<file path="config.mk">
export PLATFORM = sky130hd
export DESIGN_NAME = spi_regfile_periph
export DESIGN_NICKNAME = d
export VERILOG_FILES = /design/src/rtl/spi_pkg.sv /design/src/rtl/spi_sync_edge.sv /design/src/rtl/spi_regfile_periph.sv
export SDC_FILE = /design/constraint.sdc
export NUM_CORES = 1
export LEC_CHECK = 0
export BUFFER_PORTS_ARGS = -buffer_cell sky130_fd_sc_hd__buf_4
export CORE_MARGIN = 4
export CORE_UTILIZATION = 60
export CTS_BUF_LIST = sky130_fd_sc_hd__clkbuf_16
export DETAILED_ROUTE_END_ITERATION = 10
export MAX_ROUTING_LAYER = met4
export PLACE_DENSITY = 0.83
export SETUP_SLACK_MARGIN = 0.5
export SLEW_MARGIN = 40
export SYNTH_ARGS = -nofsm -noshare
export SYNTH_HDL_FRONTEND = slang
export SYNTH_HIERARCHICAL = 1
export SYNTH_SLANG_ARGS = --single-unit
</file>
<file path="constraint.sdc">
create_clock -name clk -period 5.5 [get_ports clk]
set_clock_uncertainty 0.1 [all_clocks]
set_input_delay 0 -clock clk [delete_from_list [all_inputs] [get_ports clk]]
set_output_delay 0 -clock clk [all_outputs]
set_load 0.02 [all_outputs]
</file>
<file path="src/rtl/spi_pkg.sv">
// Shared definitions for the SPI target register file.
//   - spi_state_e   : frame FSM states
//   - RW_WRITE/READ : encoding of the leading R/W bit of a frame
//   - frame_width() : total frame length for a given address/data width
//   - OUT_7_0 .. DUTY : default register map of the 5-register configuration
package spi_pkg;

  typedef enum logic [1:0] {
    StIdle,
    StCmd,
    StData,
    StHold
  } spi_state_e;

  localparam logic RW_WRITE = 1'b1;
  localparam logic RW_READ  = 1'b0;

  localparam int unsigned OUT_7_0  = 0;
  localparam int unsigned OUT_15_8 = 1;
  localparam int unsigned PWM_7_0  = 2;
  localparam int unsigned PWM_15_8 = 3;
  localparam int unsigned DUTY     = 4;

  // R/W bit + address + data, MSB first on the wire.
  function automatic int unsigned frame_width(input int unsigned addr_w,
                                              input int unsigned data_w);
    return 1 + addr_w + data_w;
  endfunction

endpackage

</file>
<file path="src/rtl/spi_sync_edge.sv">
// Multi-flop synchroniser for one asynchronous SPI pin plus edge detection.
// Ports:
//   clk, rst_n : system clock, asynchronous active-low reset
//   d          : asynchronous input pin
//   q          : synchronised level
//   rise, fall : one-cycle pulses on synchronised rising / falling edges
// Parameters: SYNC_STAGES (>= 2), RST_VAL (level the chain and edge flop reset to).
module spi_sync_edge #(
  parameter int unsigned SYNC_STAGES = 2,
  parameter logic        RST_VAL     = 1'b0
) (
  input  logic clk,
  input  logic rst_n,
  input  logic d,
  output logic q,
  output logic rise,
  output logic fall
);

  logic [SYNC_STAGES-1:0] sync_q;
  logic                   prev_q;

  always_ff @(posedge clk or negedge rst_n) begin
    if (!rst_n) begin
      sync_q <= {SYNC_STAGES{RST_VAL}};
      prev_q <= RST_VAL;
    end else begin
      sync_q <= {sync_q[SYNC_STAGES-2:0], d};
      prev_q <= sync_q[SYNC_STAGES-1];
    end
  end

  assign q    = sync_q[SYNC_STAGES-1];
  assign rise = q & ~prev_q;
  assign fall = ~q & prev_q;

endmodule

</file>
<file path="src/rtl/spi_regfile_periph.sv">
// SPI target register file: NUM_REGS registers of DATA_W bits, written and read back by
// an external SPI controller in a selectable CPOL/CPHA mode. All logic runs on clk; the
// SPI pins are oversampled through synchronisers.
// Ports:
//   clk, rst_n        : system clock, asynchronous active-low reset
//   ncs, sclk, copi   : asynchronous SPI inputs
//   cipo, cipo_oe     : SPI read data and its pad output enable
//   regs_out          : flattened registers, reg k at [k*DATA_W +: DATA_W]
//   wr_strobe/wr_addr : one-cycle pulse and address of each committed write
//   abort_cnt         : saturating count of aborted frames and out-of-range writes
// Build option: define SPI_ABORT_CNT_EN to implement abort_cnt; otherwise it reads 0.
module spi_regfile_periph
  import spi_pkg::*;
#(
  parameter int unsigned       NUM_REGS    = 5,
  parameter int unsigned       DATA_W      = 8,
  parameter int unsigned       ADDR_W      = 7,
  parameter logic              CPOL        = 1'b0,
  parameter logic              CPHA        = 1'b0,
  parameter int unsigned       SYNC_STAGES = 2,
  parameter logic [DATA_W-1:0] RST_VAL     = '0
) (
  input  logic                         clk,
  input  logic                         rst_n,
  input  logic                         ncs,
  input  logic                         sclk,
  input  logic                         copi,
  output logic                         cipo,
  output logic                         cipo_oe,
  output logic [NUM_REGS*DATA_W-1:0]   regs_out,
  output logic                         wr_strobe,
  output logic [ADDR_W-1:0]            wr_addr,
  output logic [7:0]                   abort_cnt
);

  localparam int unsigned FrameW = frame_width(ADDR_W, DATA_W);
  localparam int unsigned CmdW   = 1 + ADDR_W;
  // One extra code above FrameW marks an overlong frame.
  localparam int unsigned CntW   = $clog2(FrameW + 2);
  localparam logic [ADDR_W:0] NumRegsW = (ADDR_W + 1)'(NUM_REGS);
  localparam logic SampleRise = (CPOL == CPHA);

  // ---------------------------------------------------------------------------------------
  // Input synchronisers
  // ---------------------------------------------------------------------------------------
  logic ncs_s, ncs_rise, ncs_fall;
  logic sclk_s, sclk_rise, sclk_fall;
  logic copi_s, copi_rise, copi_fall;

  spi_sync_edge #(
    .SYNC_STAGES (SYNC_STAGES),
    .RST_VAL     (1'b1)
  ) u_sync_ncs (
    .clk  (clk),
    .rst_n(rst_n),
    .d    (ncs),
    .q    (ncs_s),
    .rise (ncs_rise),
    .fall (ncs_fall)
  );

  spi_sync_edge #(
    .SYNC_STAGES (SYNC_STAGES),
    .RST_VAL     (CPOL)
  ) u_sync_sclk (
    .clk  (clk),
    .rst_n(rst_n),
    .d    (sclk),
    .q    (sclk_s),
    .rise (sclk_rise),
    .fall (sclk_fall)
  );

  spi_sync_edge #(
    .SYNC_STAGES (SYNC_STAGES),
    .RST_VAL     (1'b0)
  ) u_sync_copi (
    .clk  (clk),
    .rst_n(rst_n),
    .d    (copi),
    .q    (copi_s),
    .rise (copi_rise),
    .fall (copi_fall)
  );

  logic unused_sync;
  assign unused_sync = ^{sclk_s, copi_rise, copi_fall};

  logic sample_edge, launch_edge;
  assign sample_edge = SampleRise ? sclk_rise : sclk_fall;
  assign launch_edge = SampleRise ? sclk_fall : sclk_rise;

  // ---------------------------------------------------------------------------------------
  // Register storage
  // ---------------------------------------------------------------------------------------
  logic [DATA_W-1:0] regs_q [NUM_REGS];

  for (genvar k = 0; k < NUM_REGS; k++) begin : g_regs_out
    assign regs_out[k*DATA_W +: DATA_W] = regs_q[k];
  end

  // ---------------------------------------------------------------------------------------
  // Frame datapath
  // ---------------------------------------------------------------------------------------
  spi_state_e state_q, state_d;

  logic [FrameW-1:0] shift_q, shift_d, shift_in;
  logic [CntW-1:0]   cnt_q, cnt_d, cnt_inc;
  logic [DATA_W-1:0] shadow_q, shadow_d, rd_data;
  logic              cipo_q, cipo_d;
  logic [ADDR_W-1:0] rd_addr;
  logic              rd_req;

  assign shift_in = {shift_q[FrameW-2:0], copi_s};
  assign cnt_inc  = cnt_q + 1'b1;
  // Valid at the sample edge that completes the command field.
  assign rd_addr  = shift_in[ADDR_W-1:0];
  assign rd_req   = (shift_in[ADDR_W] == RW_READ);

  always_comb begin
    rd_data = '0;
    for (int k = 0; k < NUM_REGS; k++) begin
      if (rd_addr == ADDR_W'(k)) rd_data = regs_q[k];
    end
  end

  // State register
  always_ff @(posedge clk or negedge rst_n) begin
    if (!rst_n) state_q <= StIdle;
    else        state_q <= state_d;
  end

  // Next-state logic; ncs rising wins over any same-cycle sclk edge.
  always_comb begin
    state_d = state_q;
    if (ncs_rise) begin
      state_d = StIdle;
    end else begin
      unique case (state_q)
        StIdle: if (ncs_fall) state_d = StCmd;
        StCmd:  if (sample_edge && (cnt_inc == CntW'(CmdW))) state_d = StData;
        StData: if (sample_edge && (cnt_inc == CntW'(FrameW))) state_d = StHold;
        StHold: state_d = StHold;
        default: state_d = StIdle;
      endcase
    end
  end

  // Outputs: cipo only driven during the data phase.
  always_comb begin
    cipo    = (state_q == StData) ? cipo_q : 1'b0;
    cipo_oe = ~ncs_s;
  end

  // Shift register, bit counter and read shadow
  always_comb begin
    shift_d  = shift_q;
    cnt_d    = cnt_q;
    shadow_d = shadow_q;
    cipo_d   = cipo_q;
    if (ncs_rise) begin
      cipo_d = 1'b0;
    end else begin
      unique case (state_q)
        StIdle: begin
          if (ncs_fall) begin
            shift_d  = '0;
            cnt_d    = '0;
            shadow_d = '0;
            cipo_d   = 1'b0;
          end
        end
        StCmd, StData: begin
          if (sample_edge) begin
            shift_d = shift_in;
            cnt_d   = cnt_inc;
            if ((state_q == StCmd) && (cnt_inc == CntW'(CmdW)) && rd_req) shadow_d = rd_data;
          end else if (launch_edge && (state_q == StData)) begin
            cipo_d   = shadow_q[DATA_W-1];
            shadow_d = shadow_q << 1;
          end
        end
        StHold: begin
          if (sample_edge) cnt_d = CntW'(FrameW + 1);
        end
        default: ;
      endcase
    end
  end

  always_ff @(posedge clk or negedge rst_n) begin
    if (!rst_n) begin
      shift_q  <= '0;
      cnt_q    <= '0;
      shadow_q <= '0;
      cipo_q   <= 1'b0;
    end else begin
      shift_q  <= shift_d;
      cnt_q    <= cnt_d;
      shadow_q <= shadow_d;
      cipo_q   <= cipo_d;
    end
  end

  // ---------------------------------------------------------------------------------------
  // Commit / abort decision at the end of a frame
  // ---------------------------------------------------------------------------------------
  logic              frame_end, frame_full, fr_write, addr_ok, commit, abort;
  logic [ADDR_W-1:0] fr_addr;

  assign fr_addr    = shift_q[FrameW-2 -: ADDR_W];
  assign fr_write   = (shift_q[FrameW-1] == RW_WRITE);
  assign addr_ok    = ({1'b0, fr_addr} < NumRegsW);
  assign frame_full = (cnt_q == CntW'(FrameW));
  assign frame_end  = ncs_rise && (state_q != StIdle);
  assign commit     = frame_end && frame_full && fr_write && addr_ok;
  assign abort      = frame_end && (!frame_full || (fr_write && !addr_ok));

  logic              wr_strobe_q;
  logic [ADDR_W-1:0] wr_addr_q;

  always_ff @(posedge clk or negedge rst_n) begin
    if (!rst_n) begin
      for (int k = 0; k < NUM_REGS; k++) regs_q[k] <= RST_VAL;
      wr_strobe_q <= 1'b0;
      wr_addr_q   <= '0;
    end else begin
      wr_strobe_q <= commit;
      if (commit) begin
        wr_addr_q <= fr_addr;
        for (int k = 0; k < NUM_REGS; k++) begin
          if (fr_addr == ADDR_W'(k)) regs_q[k] <= shift_q[DATA_W-1:0];
        end
      end
    end
  end

  assign wr_strobe = wr_strobe_q;
  assign wr_addr   = wr_addr_q;

`ifdef SPI_ABORT_CNT_EN
  logic [7:0] abort_cnt_q;

  always_ff @(posedge clk or negedge rst_n) begin
    if (!rst_n) begin
      abort_cnt_q <= '0;
    end else if (abort && (abort_cnt_q != 8'hFF)) begin
      abort_cnt_q <= abort_cnt_q + 8'd1;
    end
  end

  assign abort_cnt = abort_cnt_q;
`else
  logic unused_abort;
  assign unused_abort = abort;
  assign abort_cnt    = '0;
`endif

endmodule

</file>
==> After elaboration in Yosys (flattened, before gate mapping) <==
Cells that the tools add are included.
{ "totals": {"regBits": 88, "latchBits": 0, "ramBits": 0, "romBits": 0, "wordCells": 107, "n_memories": 0} }
{ "op_classes": {"addsub": 1, "mul": 0, "n_div": 0, "n_lt_le_gt_ge": 1, "n_eq_ne": 24, "shifts": 0, "n_mux": 28, "bitwise_logic": 10, "reduce_logical": 26} }
{ "ops": {"columns": ["cell", "n"], "rows": [
  ["8-bit 2-to-1 mux", 9],
  ["16-bit 2-to-1 mux", 2],
  ["16-bit one-hot mux with 2 select lines", 1],
  ["7-bit by 2-bit == test with 1-bit output (second input constant)", 4],
  ["3-bit inequality test (second input constant)", 7],
  ["8-bit one-hot mux with 2 select lines", 1],
  ["5-bit 2-to-1 mux", 3],
  ["5-bit one-hot mux with 3 select lines", 1],
  ["7-bit by 1-bit == test with 1-bit output (second input constant)", 2],
  ["7-bit by 3-bit == test with 1-bit output (second input constant)", 2],
  ["7-bit logical NOT", 2],
  ["4-bit AND reduction", 3],
  ["5-bit == test (second input constant)", 2],
  ["2-bit AND reduction", 5],
  ["1-bit logical AND", 9],
  ["2-bit 2-to-1 mux", 4],
  ["2-bit one-hot mux with 4 select lines", 1],
  ["7-bit by 3-bit < comparator with 1-bit output (second input constant)", 1],
  ["2-bit inequality test (second input constant)", 3],
  ["1-bit NOT", 6],
  ["5-bit by 1-bit adder with 5-bit output (second input constant)", 1],
  ["5-bit by 4-bit == test with 1-bit output (second input constant)", 1],
  ["1-bit 2-to-1 mux", 5],
  ["5-bit AND reduction", 1],
  ["other kinds (9)", 14]
]} }

==> Longest topological paths before layout <==
Gate-level depths: netlist of run 1.
{ "logic_depth": {"ltp_word": 9, "depth_mapped": 10, "ltp_nobuf": 7} }

==> Modules after synthesis <==
The synthesis of run 1 kept the hierarchy.
{ "modules_own_cells": {"columns": ["mod", "instances", "cells_per_inst", "area_each_um2", "seq_area_each_um2"], "rows": [
  ["spi_regfile_periph", 1, 330, 3922.5, 2001.9],
  ["spi_sync_edge (u_sync_copi ...)", 2, 5, 90.1, 75.1],
  ["spi_sync_edge (u_sync_ncs)", 1, 5, 93.8, 78.8]
]} }

==> Worst setup path after synthesis of run 1 <==
No wires, ideal clock.
{ "synth_path": {"path_kind": "reg2reg", "from": "register state_q[0]", "to": "register regs_q (netlist bit regs_out[16])", "setup_ns": 0.125, "arrival_time_ns": 2.221, "required_ns": 5.275, "slack_ns": 3.054, "stages_incl_launch_ff": 8, "cell_sequence": "dfrtp_1 > inv_1 > ha_1 > clkbuf_2 > or4b_4 > nor4_4 > nand3b_2 > mux2_2"} }
{ "synth_via": {"elab_chain_cells": 6} }
{ "synth_lines": {"columns": ["item", "line", "rtl"], "rows": [
  ["start: declaration", "spi_regfile_periph.sv:105", "spi_state_e state_q, state_d;"],
  ["start signal: assignment", "spi_regfile_periph.sv:129", "if (!rst_n) state_q <= StIdle;"],
  ["start signal: assignment", "spi_regfile_periph.sv:130", "else state_q <= state_d;"],
  ["2-bit nonzero test", "spi_regfile_periph.sv:215", "assign frame_end = ncs_rise && (state_q != StIdle);"],
  ["1-bit logical AND", "spi_regfile_periph.sv:215", null],
  ["1-bit logical AND (3 in a row)", "spi_regfile_periph.sv:216", "assign commit = frame_end && frame_full && fr_write && addr_ok;"],
  ["2-bit AND reduction (no line)", null, null],
  ["end signal: indexed assignment", "spi_regfile_periph.sv:232", "if (fr_addr == ADDR_W'(k)) regs_q[k] <= shift_q[DATA_W-1:0];"],
  ["end: declaration", "spi_regfile_periph.sv:96", "logic [DATA_W-1:0] regs_q [NUM_REGS];"]
]} }
Every way passes these cells.
A chain may end at the register's enable or synchronous reset.

==> Final worst setup path of run 1 <==
{ "layout_path": {"from": "register u_sync_ncs.sync_q[1]", "to": "register regs_q (netlist bit regs_out[10])"} }
{ "layout_via": {"elab_chain_cells": 6} }
{ "layout_lines": {"columns": ["item", "line", "rtl"], "rows": [
  ["start: declaration", "spi_sync_edge.sv:20", "logic [SYNC_STAGES-1:0] sync_q;"],
  ["start signal: assignment", "spi_sync_edge.sv:25", "sync_q <= {SYNC_STAGES{RST_VAL}};"],
  ["start signal: assignment", "spi_sync_edge.sv:28", "sync_q <= {sync_q[SYNC_STAGES-2:0], d};"],
  ["1-bit bitwise AND", "spi_sync_edge.sv:34", "assign rise = q & ~prev_q;"],
  ["via ncs_rise", "spi_regfile_periph.sv:46", "logic ncs_s, ncs_rise, ncs_fall;"],
  ["1-bit logical AND", "spi_regfile_periph.sv:215", null],
  ["1-bit logical AND (3 in a row)", "spi_regfile_periph.sv:216", null],
  ["2-bit AND reduction (no line)", null, null]
]} }
The timed path passes the listed nets, and every way through them passes these cells.

==> results of run 1 <==
-- power by group through the flow --
stage | combinational, mW | sequential, mW | clock (mW)
2_1_floorplan | 0.346 | 0.727 | 0
3_3_place_gp | 0.372 | 0.772 | 0
3_5_place_dp | 0.383 | 0.775 | 0
4_1_cts | 0.393 | 0.764 | 0.618
5_1_grt | 0.441 | 0.775 | 0.653
6_report | 0.395 | 0.767 | 0.617
-- cells in the final DEF (no fill, tap or decap), types with 2 or more instances in the layout --
cell type and n:
sky130_fd_sc_hd__clkinvlp_4 2, sky130_fd_sc_hd__a22o_1 17, sky130_fd_sc_hd__mux4_2 4, sky130_fd_sc_hd__o2bb2ai_1 4, sky130_fd_sc_hd__o311ai_0 2, sky130_fd_sc_hd__dfrtp_1 85, sky130_fd_sc_hd__dfstp_2 3, sky130_fd_sc_hd__and2_1 7
sky130_fd_sc_hd__inv_6 3, sky130_fd_sc_hd__o31ai_1 3, sky130_fd_sc_hd__nor4_1 2, sky130_fd_sc_hd__mux2i_1 6, sky130_fd_sc_hd__o21ai_0 20, sky130_fd_sc_hd__a21oi_1 7, sky130_fd_sc_hd__buf_4 54, sky130_fd_sc_hd__a22oi_1 2
sky130_fd_sc_hd__and3_1 2, sky130_fd_sc_hd__mux2_2 48, sky130_fd_sc_hd__nor2_1 9, sky130_fd_sc_hd__a31oi_1 2, sky130_fd_sc_hd__nand2_1 17, sky130_fd_sc_hd__or3_1 2, sky130_fd_sc_hd__clkbuf_16 9, sky130_fd_sc_hd__nand2b_1 4
sky130_fd_sc_hd__nor3_1 2, sky130_fd_sc_hd__nand4b_1 4, sky130_fd_sc_hd__nand3_1 4, sky130_fd_sc_hd__a221oi_1 4, sky130_fd_sc_hd__nor4b_1 2, sky130_fd_sc_hd__a41o_1 2, sky130_fd_sc_hd__and2b_2 2, sky130_fd_sc_hd__a21o_1 2
sky130_fd_sc_hd__conb_1 8, sky130_fd_sc_hd__dlygate4sd3_1 4, sky130_fd_sc_hd__nor2b_1 5, sky130_fd_sc_hd__a211oi_1 7, sky130_fd_sc_hd__nand3b_2 2, sky130_fd_sc_hd__inv_1 8, sky130_fd_sc_hd__ha_1 7
-- layer usage --
metal  global-route usage  routed length, microns  vias up
met3              0.03148                     554       16
met4              0.09296                     191        0
met5                    -                       0        -
li1                     -                       -     1349
met1               0.3339                    4044     1492
met2               0.3807                    4438      114
-- how the worst max path moves through the flow --
stage	depth (start not counted)	endpoint	slack, ns	startpoint
after floorplan	7	regs_out[16]	3.05	state_q[0]
after global placement	5	regs_out[24]	2.73	u_sync_ncs/sync_q[1]
after detailed placement	5	regs_out[25]	2.66	u_sync_ncs/sync_q[1]
after CTS	5	shadow_q[4]	2.64	u_sync_sclk/prev_q
after global routing	5	regs_out[10]	2.46	u_sync_ncs/sync_q[1]
final	5	regs_out[10]	2.64	u_sync_ncs/sync_q[1]
-- worst max-delay path, delay by kind of cell (launching register included) --
family / cells / cell delay, ns
mux: 1 / 0.37
flops: 1 / 0.55
simple gates: 4 / 1.73
-- stage by stage --
step	power (mW)	cell area [sq um]
finish	1.779	4923
CTS	1.775	4913
detailed placement	1.159	4572
global route	1.869	4923
global placement	1.144	4568
floorplan	1.073	4183
-- registers in the layout, summed over array words and instances (netlist names) --
register,count
u_sync_ncs/sync_q,2
state_q,2
wr_strobe,1
u_sync_sclk/prev_q,1
cipo_q,1
wr_addr,7
u_sync_sclk/sync_q,2
u_sync_ncs/prev_q,1
shadow_q,8
regs_out,40
shift_q,16
u_sync_copi/sync_q,2
cnt_q,5
-- layout make-up --
class | count | area [sq um] | share of cell area
clock buffers | 9 | 225.2 | 0.04574
clock inverters | 7 | 76.32 | 0.01550
inverters | 9 | 33.78 | 0.006862
multi-input cells | 225 | 1823 | 0.3703
flip-flops and latches | 88 | 2206 | 0.4480
well taps | 80 | 100.1 | 0.02033
repair buffers | 59 | 459.2 | 0.09327
-- repair_timing --
action | 4_1_cts | 5_1_grt
hold buffers | 4 | 0
setup buffers | 0 | 0
endpoints found under the hold margin | 88 | 0
==> results_dict.tcl, run 1 <==
set metrics [dict create \
    tightest_slew_ns 0.7434 \
    syn-cell-area_sq_um 4156 \
    post_layout_nonfiller_instances 477 \
    cts_max_level 3 \
    detailedPlacementHpwl_microns 6071 \
    crit_path_cell_trace "nor2b_1 > nand4b_1 > nor4_4 > nand3b_2 > mux2_2" \
    floorplan.rows 30 \
    drv_slew 0 \
    path_category_of_the_worst_min_delay_check "input pin to asynchronous set/reset pin" \
    gr-usage-all-layers 0.2454 \
    grt_pass1_vias 3041 \
    final_layout_size_suffix_gt1_frac 0.3476 \
    cts-buffers-inserted 9 \
    syn_inst 342 \
    die_h_microns 91.23 \
    syn2layout_area_growth_pct 18.45 \
    max_stage_delay_ns 0.59 \
    cell_internal_power_mw 1.203 \
    wire_per_inst_microns 19.35 \
    finalHoldViolations 0 \
    min_period_over_period 0.5202 \
    cts.sinks 88 \
    cts_resized 0 \
    cts_tree "yes" \
    path_max_fanout 12 \
    share_clk_of_total_power 0.347 \
    combPwrFrac 0.222 \
    power.share.switching 0.3237 \
    power_per_cell_area_nw_per_um2 361.4 \
    n_antenna_cell 0 \
    post_route_drc 0 \
    syn-mean-instance-area_sq_um 12.15 \
    insertion_delay_ns 0.34 \
    crit_path_class "flip-flop to flip-flop" \
    cts-root-buf "sky130_fd_sc_hd__clkbuf_16" \
    finalSetupViolations 0 \
    critical_path.startpoint_type "flip-flop" \
    yosysWarningCount 6 \
    io_buffers 54 \
    setup.reg_to_reg.worst_slack_ns 2.64 \
    nNetsFinal 404 \
    fillCellCount 461 \
    worst_case_setup_slack_after_placement_ns 2.662 \
    globalplace.congestion 0.8713 \
    ioPinCount 63 \
    drt-initial-drc-count 181 \
    antenna_left 0 \
    setup-tns-final_ns 0 \
    clk_pin_slew_worst_paths_ns 0.07 \
    fin_worst_hold_slack_ns 0.1571 \
    leakage_component_of_the_power_nw 2.399 \
    finalWorstPathRequiredPeriod_ns 2.861 \
    cp_data_required_time_ns 5.62 \
    status "complete, no violations" \
    switchingPower_mw 0.5761 \
    global_route_wire_length_before_repair_microns 15720 \
    cts-root-to-sink-buffers 2 \
    place.detailed.instances 457 \
    setup_slack_ns 2.639 \
    number_of_cells_traversed_by_the_worst_register_to_register_path 5 \
    worst_slew_margin_rel 0.5011 \
    floorplan.die.width_microns 91.23 \
    dieArea_sq_um 8323 \
    initial_standard_cell_utilization_of_the_core 0.6152 \
    maxCapViolations 0 \
    first_pass_iters 4 \
    grt_start_max_net_pins 89 \
    end_kind "flip-flop" \
    timing.critical_path.arrival_ns 2.98 \
    seqPwrFrac 0.431 \
    maximum_operating_frequency_mhz 349.5 \
    unrepaired_setup_endpoints_after_global_routing "false" \
    coreArea_sq_um 6756 \
    drt_wl_total_microns 9229 \
    num_vias 2971 \
    grt-ovfl-total 0 \
    route.detailed.vias_per_inst 6.229 \
    final_util 0.7287 \
    vdd.ir_drop.worst_uv 190.4 \
    grt_antenna_before_repair 0 \
    worst_r2r_startpoint "u_sync_ncs/sync_q[1]" \
    timing.critical_path.slowest_stage_cell "sky130_fd_sc_hd__nor2b_1" \
    crit-reg2reg-capture "regs_out[10]" \
]
No activity file was read; power rests on OpenSTA's default activity.
==> run 2: changes to the inputs <==
--- a/config.mk
+++ b/config.mk
@@ -7,11 +7,11 @@
 export LEC_CHECK = 0
 export BUFFER_PORTS_ARGS = -buffer_cell sky130_fd_sc_hd__buf_4
 export CORE_MARGIN = 4
-export CORE_UTILIZATION = 60
+export CORE_UTILIZATION = 57
 export CTS_BUF_LIST = sky130_fd_sc_hd__clkbuf_16
 export DETAILED_ROUTE_END_ITERATION = 10
 export MAX_ROUTING_LAYER = met4
-export PLACE_DENSITY = 0.83
+export PLACE_DENSITY = 0.8
 export SETUP_SLACK_MARGIN = 0.5
 export SLEW_MARGIN = 40
 export SYNTH_ARGS = -nofsm -noshare
==> constraint.sdc (replaced) <==
create_clock -name clk -period 2.7 [get_ports clk]
set_clock_uncertainty 0.1 [all_clocks]
set_input_delay 0 -clock clk [delete_from_list [all_inputs] [get_ports clk]]
set_output_delay 0 -clock clk [all_outputs]
set_load 0.02 [all_outputs]
==> run 2 against run 1 <==
Against the previous run:
- routed wire length is 18% higher
- fmax up 21%
- register-to-register slack got worse by 2.3 ns
- hold slack improved by 0.0070 ns
- setup slack lost 2.3 ns
- global-route usage rose by 0.51 points
- sequential share of layout area fell by 3.3 points
- combinational power grew to 2.9 times the previous value
- non-clock buffer count is 25 higher
- count of clock-buffer cells in the layout did not move
- cell area is 8.1% higher
- critical endpoint is now regs_out[16]
- largest cell class unchanged
- highest routed layer unchanged
==> results_dict.tcl, run 2 (synthesized netlist as in run 1, its figures left out) <==
set metrics [dict create \
    final_common_cell "sky130_fd_sc_hd__dfrtp_1" \
    vdd.ir_drop.worst_uv 405.1 \
    path_category_of_the_worst_min_delay_check "input pin to asynchronous set/reset pin" \
    worst_case_setup_slack_after_placement_ns 0.1382 \
    grt_pass1_vias 3139 \
    grt_start_max_net_pins 89 \
    ioPinCount 63 \
    clk_pin_slew_worst_paths_ns 0.07 \
    io_buffers 54 \
    top_library_cells_by_usage_in_the_layout_fill_and_taps_aside "sky130_fd_sc_hd__dfrtp_1 (83), sky130_fd_sc_hd__buf_4 (74), sky130_fd_sc_hd__mux2_2 (43)" \
    end_kind "flip-flop" \
    crit_path_class "flip-flop to flip-flop" \
    global_route_wire_length_before_repair_microns 16420 \
    antenna_left 0 \
    power.share.switching 0.3233 \
    share_clk_of_total_power 0.336 \
    combPwrFrac 0.277 \
    dieArea_sq_um 8723 \
    tightest_slew_ns 0.7826 \
    num_vias 3144 \
    switchingPower_mw 1.312 \
    status "complete, no violations" \
    worst_slew_margin_rel 0.4734 \
    n_antenna_cell 0 \
    nNetsFinal 430 \
    floorplan.die.width_microns 93.40 \
    setup-tns-final_ns 0 \
    first_pass_iters 4 \
    largest_reg_flops 40 \
    cp_data_required_time_ns 2.83 \
    grt-ovfl-total 0 \
    syn2layout_area_growth_pct 28.03 \
    final_design_area_no_fill_sq_um 5321 \
    gr-usage-all-layers 0.2505 \
    finalHoldViolations 0 \
    insertion_delay_ns 0.35 \
    fillCellCount 417 \
    fin_worst_hold_slack_ns 0.1640 \
    unrepaired_setup_endpoints_after_global_routing "true" \
    cts-root-buf "sky130_fd_sc_hd__clkbuf_16" \
    path_max_fanout 8 \
    finalWorstPathRequiredPeriod_ns 2.365 \
    maximum_operating_frequency_mhz 422.7 \
    setup_slack_ns 0.3345 \
    grt_antenna_before_repair 0 \
    maxCapViolations 0 \
    dpl_cell_area_sq_um 4651 \
    cts_tree "yes" \
    post_layout_nonfiller_instances 519 \
    drt_wl_total_microns 10890 \
    initial_standard_cell_utilization_of_the_core 0.5986 \
    drv_slew 0 \
    final_layout_size_suffix_gt1_frac 0.4113 \
    critical_path.startpoint_type "flip-flop" \
    wire_per_inst_microns 20.98 \
    die_h_microns 93.40 \
    floorplan.rows 30 \
    timing.critical_path.arrival_ns 2.50 \
    power_mw 4.057 \
    cts-buffers-inserted 9 \
    cell_internal_power_mw 2.745 \
    leakage_component_of_the_power_nw 2.663 \
    cts-root-to-sink-buffers 2 \
    finalSetupViolations 0 \
    cts.sinks 88 \
    final_util 0.7663 \
    route.detailed.vias_per_inst 6.058 \
    power_per_cell_area_nw_per_um2 762.3 \
    coreArea_sq_um 6944 \
    detailedPlacementHpwl_microns 6291 \
    drt-initial-drc-count 196 \
    min_period_over_period 0.8761 \
    seqPwrFrac 0.387 \
    place.detailed.instances 478 \
    cts_max_level 3 \
    globalplace.congestion 0.8731 \
    post_route_drc 0 \
]
## run 2: cell count changes in the layout (fill, tap and decap cells not counted), sizes merged
cell | before | now
buf | 54 | 78
bufinv | 1 | 2
clkbuf | 10 | 11
clkinv | 2 | 3
clkinvlp | 2 | 0
nand3 | 5 | 6
## run 2: cell type report
cell class | instances | area (sq um) | share of cell area
Inverter | 9 | 33.78 | 0.006348
Multi-Input combinational cell | 226 | 1951 | 0.3666
Clock inverter | 7 | 95.09 | 0.01787
Sequential cell | 88 | 2208 | 0.4150
Timing Repair Buffer | 84 | 688.2 | 0.1293
Tap cell | 96 | 120.1 | 0.02257
Clock buffer | 9 | 225.2 | 0.04232
## run 2: power groups by stage
| stage | registers [mW] | clock network (mW) | logic (mW) |
|---|---|---|---|
| final | 1.57 | 1.36 | 1.13 |
| after global routing | 1.59 | 1.43 | 1.21 |
| after CTS | 1.56 | 1.36 | 0.914 |
| after detailed placement | 1.58 | 0 | 0.821 |
| after global placement | 1.58 | 0 | 0.802 |
| after floorplan | 1.48 | 0 | 0.756 |
## run 2: path summary, 6_finish.rpt
check | start | to | slack (ns) | cells after the start
worst max register to register | state_q[1] | regs_out[16] | 0.33 | 7
max in group asynchronous | rst_n | shift_q[8] | 1.86 | 2
worst max-delay path | state_q[1] | regs_out[16] | 0.33 | 7
min in group clk | ncs | u_sync_ncs/sync_q[0] | 0.21 | 2
worst min register to register | u_sync_ncs/sync_q[0] | u_sync_ncs/sync_q[1] | 0.26 | 0
worst min-delay path | rst_n | cnt_q[3] | 0.16 | 2
## run 2: layer usage
metal / GRT usage / up-vias / routed length [microns]
met4: 0.08303 / 0 / 298
li1: - / 1399 / -
met1: 0.3130 / 1611 / 4401
met3: 0.06195 / 29 / 584
met5: - / - / 0
met2: 0.4026 / 105 / 5603
## run 2: repair_timing
item / 4_1_cts / 5_1_grt
buffers inserted: 6 / 13
endpoints found under the hold margin: 88 / 0
cloned: 0 / 2
setup endpoints to repair: 75 / 62
hold buffers: 4 / 0
resized for setup: 8 / 21
pin swaps: 3 / 2
## run 2: critical path: stages (launching register included)
cell                       delay [ns]
sky130_fd_sc_hd__dfrtp_1         0.39
sky130_fd_sc_hd__inv_2           0.07
sky130_fd_sc_hd__ha_4            0.16
sky130_fd_sc_hd__or4b_4          0.51
sky130_fd_sc_hd__nor4_4          0.29
sky130_fd_sc_hd__buf_4           0.20
sky130_fd_sc_hd__nand3b_4        0.18
sky130_fd_sc_hd__mux2_4          0.35
